**src/rtl/adc_spi_reader.sv**
```systemverilog
// adc_spi_reader: free-running SPI master sampling an AD7476-style ADC every SAMPLE_DIV clocks.
// Define ADC_SPI_SIGNED_EN to present samples as two's complement instead of offset-binary.
module adc_spi_reader #(
    parameter int CLK_DIV    = 2,
    parameter int FRAME_BITS = 16,
    parameter int DATA_BITS  = 12,
    parameter int SAMPLE_DIV = 100
) (
    input  logic                 CLK,
    input  logic                 RST_N,
    input  logic                 en,
    output logic                 ss,
    output logic                 sck,
    output logic                 mosi,
    input  logic                 miso,
    output logic [DATA_BITS-1:0] sample,
    output logic                 valid,
    output logic                 overrun
);
    localparam int DW = CLK_DIV > 1 ? $clog2(CLK_DIV) : 1;
    localparam int HW = $clog2(2 * FRAME_BITS);
    localparam int CW = SAMPLE_DIV > 1 ? $clog2(SAMPLE_DIV) : 1;
    localparam logic [DW-1:0] DIV_LAST = DW'(CLK_DIV - 1);
    localparam logic [HW-1:0] H_LAST   = HW'(2 * FRAME_BITS - 1);
    localparam logic [CW-1:0] CNT_LAST = CW'(SAMPLE_DIV - 1);
`ifdef ADC_SPI_SIGNED_EN
    localparam logic [DATA_BITS-1:0] FLIP = DATA_BITS'(1) << (DATA_BITS - 1);
`else
    localparam logic [DATA_BITS-1:0] FLIP = '0;
`endif

    typedef enum logic [1:0] {IDLE, SETUP, SHIFT, HOLD} state_t;
    state_t state, nxt;
    logic [DW-1:0] div;
    logic [HW-1:0] h;
    logic [CW-1:0] cnt;
    logic [FRAME_BITS-1:0] sr;
    logic run, tick, div_end, rise;

    // run delays the counter by one cycle so the first tick lands SAMPLE_DIV edges after en is seen
    assign tick    = en & run & (cnt == CNT_LAST);
    assign div_end = div == DIV_LAST;
    assign rise    = (state == SHIFT) & div_end & ~h[0];

    always_ff @(posedge CLK) begin
        if (!RST_N) state <= IDLE;
        else state <= nxt;
    end

    always_comb begin
        nxt = state;
        case (state)
            IDLE:    nxt = tick ? SETUP : IDLE;
            SETUP:   nxt = div_end ? SHIFT : SETUP;
            SHIFT:   nxt = (div_end && h == H_LAST) ? HOLD : SHIFT;
            HOLD:    nxt = div_end ? IDLE : HOLD;
            default: nxt = IDLE;
        endcase
    end

    // h counts SCK half-periods within SHIFT: even halves low, odd halves high
    always_ff @(posedge CLK) begin
        if (!RST_N) begin
            run     <= 1'b0;
            cnt     <= '0;
            div     <= '0;
            h       <= '0;
            sr      <= '0;
            sample  <= '0;
            overrun <= 1'b0;
        end else begin
            run     <= en;
            cnt     <= (!en || !run || cnt == CNT_LAST) ? '0 : cnt + CW'(1);
            div     <= (state == IDLE || div_end) ? '0 : div + DW'(1);
            h       <= state != SHIFT ? '0 : div_end ? h + HW'(1) : h;
            overrun <= en & (overrun | (tick & (state != IDLE)));
            if (rise) sr <= (sr << 1) | FRAME_BITS'(miso);
            if (state == SHIFT && nxt == HOLD) sample <= sr[DATA_BITS-1:0] ^ FLIP;
        end
    end

    always_comb begin
        ss    = (state == IDLE) || (state == HOLD);
        sck   = state == SHIFT ? h[0] : 1'b1;
        valid = (state == HOLD) && (div == '0);
        mosi  = 1'b0;
    end
endmodule

```
**config.mk**
```make
export PLATFORM = sky130hd
export DESIGN_NAME = adc_spi_reader
export DESIGN_NICKNAME = d
export VERILOG_FILES = /design/src/rtl/adc_spi_reader.sv
export SDC_FILE = /design/constraint.sdc
export NUM_CORES = 1
export LEC_CHECK = 0
export BUFFER_PORTS_ARGS = -buffer_cell sky130_fd_sc_hd__buf_2
export CAP_MARGIN = 25
export CORE_AREA = 2 2 79 81
export CTS_CLUSTER_DIAMETER = 50
export DETAILED_ROUTE_END_ITERATION = 10
export DIE_AREA = 0 0 81 83
export PLACE_DENSITY = 0.49
export SYNTH_ARGS = -nofsm -noshare
export SYNTH_HDL_FRONTEND = slang
export SYNTH_SLANG_ARGS = --single-unit
```
**constraint.sdc**
```tcl
create_clock -name CLK -period 3.4 [get_ports CLK]
set_input_delay 0.17 -clock CLK [delete_from_list [all_inputs] [get_ports CLK]]
set_output_delay 0.17 -clock CLK [all_outputs]
set_load 0.01 [all_outputs]
```
==> flow_summary_export.csv <==
group,metric,value,unit
timing,setup-violations-final,0,
timing,clock_skew,2.90,ps
worst_setup_path,path_max_fanout,12,
timing,period_share,51.1,%
layout,final_cell_mix,"41 x dfxtp_1, 29 x nand2_1, 26 x mux2i_1",
timing,fmax,0.576,GHz
die,ios,21,
timing,finalHoldViolations,0,
run_status,status,"complete, no violations",
worst_setup_path,start_kind,"flop",
yosys,netlist_area,1730,µm²
worst_setup_path,slowest_delay,400,ps
worst_setup_path,worst_ep_arrival_time,1960,ps
timing,setup_ws,1660,ps
drt,drc,0,
yosys,synth_top_family_by_area,"simple AND/OR/NAND/NOR gates",
worst_setup_path,path_cells,"ha_1 -> and3_1 -> ha_1 -> nor2b_1 -> nor4b_4 -> buf_4 -> mux2i_1",
layout,final_layout_size_suffix_gt1_share,16.4,%
yosys,synthAdderAreaFrac,5.07,%
global_routing,antenna_found_initial,0,
worst_setup_path,worstRegToRegCells,7,
clock_network,clock_latency,290,ps
clock_network,clock-sinks,41,
timing,max_slew_margin,58.7,%
placed_design,dp.cells,263,
layout,diodes,0,
worst_setup_path,cp_common_cell,"ha_1",
yosys,synthCells,176,
placed_design,pre_cts_ws,1670,ps
drt,avgRoutedWirePerCell,10.7,µm
clock_network,holdBufCountCts,0,
clock_network,cts_setup_buffers,0,
worst_setup_path,crit_path_top_delay_cell,"dfxtp_1",
yosys,synth_seq_cells,41,
die,dieArea,6720,µm²
yosys,yosys.area_share.simple,21.8,%
global_routing,grt_overflow_total,0,
die,die_x,81,µm
clock_network,numCtsBuffers,5,
layout,fin_nets,206,
worst_hold_path,hold-path-cell-count,2,
die,coreArea,5820,µm²
timing,rsz0062_at_grt,"no",
power_and_ir_drop,cellPowerDensity,439,nW/µm²
layout,finalNonFillerCells,270,
clock_network,clk_path_buf_depth,2,
die,row_count,28,
yosys,syn_nets,187,
placed_design,io_buffers,19,
drt,routed_wl,2880,µm
clock_network,htree_levels,2,
drt,drt-initial-drc-count,52,
yosys,synth_compound_area_share,3.26,%
worst_setup_path,critPathCaptureType,"flop",
worst_setup_path,required,3620,ps
power_and_ir_drop,leakage,0.000800,µW
clock_network,tritoncts,"yes",
timing,fin_tns_setup,0,ps
global_routing,track_usage,9.85,%
drt,antenna_left,0,
yosys,synthDistinctLibCells,33,
global_routing,grt_max_degree,41,
power_and_ir_drop,worst_ir_drop_vdd,0.000157,V
placed_design,dp_hpwl,1970,µm
drt,vias_per_cell,4.26,
clock_network,root_buffer,"clkbuf_8",
yosys,syn-mean-instance-area,9.82,µm²
global_routing,grt_pass1_wl,5090,µm
worst_setup_path,crit_type,"reg -> reg",
layout,syn_to_final_growth,14.4,%
yosys,ys_seq_area_share,47.5,%
timing,fin_hold_ws,126,ps
drt,vias,1149,
placed_design,gp_congestion,0.746,
yosys,yosysWarnings,0,
global_routing,grt_pass1_vias,1124,
timing,worst_slew_pin_slew,620,ps
die,die_h,83,µm
timing,fin_crit,1740,ps
timing,slew_violations,0,
layout,final_common_cell,"dfxtp_1",
die,initial_core_util,29.7,%
drt,firstDrtPassIters,4,
yosys,synth_xor_area_share,3.04,%
clock_network,cts_resized,0,
worst_hold_path,hold_path_class,"in -> reg",
yosys,synth_mux_area_share,15.1,%
flow_run,drv_cap,0,
clock_network,path_clk_slew,70,ps
## through the flow
stage               total power (µW)  util [%]  cell area [µm²]
floorplan                        503         -             1730
global placement                 506      32.2             1870
detailed placement               505      32.2             1870
CTS                              888      34.0             1980
global route                     908      34.0             1980
finish                           869      34.0             1980
## final timing paths
check	slack [ps]	start	to
min reg2reg	450	cnt[0]	cnt[0]
min	130	en	run
max	1660	h[0]	sample[6]
max reg2reg	1660	h[0]	sample[6]
## layout make-up
| cell class | instances | area, µm² |
|---|---|---|
| Clock buffer | 5 | 68.8 |
| Clock inverter | 2 | 35.0 |
| Fill cell | 631 | 3840 |
| Inverter | 5 | 18.8 |
| Multi-Input combinational cell | 122 | 837 |
| Sequential cell | 41 | 821 |
| Tap cell | 75 | 93.8 |
| Timing Repair Buffer | 20 | 103 |
## Yosys cell counts
cell type	n	area, µm²
buf_2	2	10.0
xnor2_1	2	17.5
ha_1	7	87.6
nor2b_1	14	87.6
o21a_1	1	7.51
clkbuf_1	1	3.75
nor3_2	1	10.0
a211oi_1	2	15.0
o21ai_0	2	10.0
conb_1	1	3.75
xor2_1	4	35.0
buf_6	1	11.3
nand2_1	29	109
a21oi_1	2	10.0
nand3b_2	1	11.3
mux2i_1	26	260
nor2_1	13	48.8
nor4b_4	1	23.8
nand2b_1	2	12.5
or3_1	2	12.5
dfxtp_1	41	821
a31o_2	1	8.76
nor4_1	1	6.26
o21ai_1	1	5.00
nand4b_1	1	8.76
buf_1	1	3.75
and2_1	1	6.26
and3_1	2	12.5
or2_2	1	6.26
buf_4	3	22.5
nand3_1	3	15.0
nand4_1	1	6.26
inv_1	5	18.8
## per-layer routing
metal	vias to the layer above	global-route usage, %	share of wire, %
met5	-	0	0
met4	0	5.55	2.8
met3	5	3.48	4.2
met2	17	14.3	43
met1	516	12.5	50
li1	611	-	-
## worst max-delay path: cells and delay by family, from the launching register on
| family | cells | cell delay, ps |
|---|---|---|
| mux | 1 | 210 |
| simple gates | 3 | 430 |
| fa+ha+maj | 2 | 350 |
| buf+inv | 1 | 280 |
| flops | 1 | 400 |
## logic make-up (layout without fill, tap and decap cells)
group	Yosys count	in the layout
fa+ha+maj	7	7
flops	41	41
simple gates	73	73
mux	26	26
compound gates	9	9
other cells	1	1
xor+xnor	6	6
buf+inv	13	32
## sequential cells by signal, indices dropped and copies added (netlist names)
register  cells
overrun       1
cnt           7
sample       12
run           1
sr           12
state         2
div           1
h             5
## power by group
| part | switching, µW | leakage [µW] | total [µW] | internal [µW] |
|---|---|---|---|---|
| logic | 8.50 | 0.000416 | 12.5 | 3.98 |
| registers | 0.464 | 0.000330 | 481 | 481 |
| clock network | 162 | 0.0000540 | 375 | 213 |
| total | 171 | 0.000800 | 869 | 698 |
(Power assumes the default switching activity.)
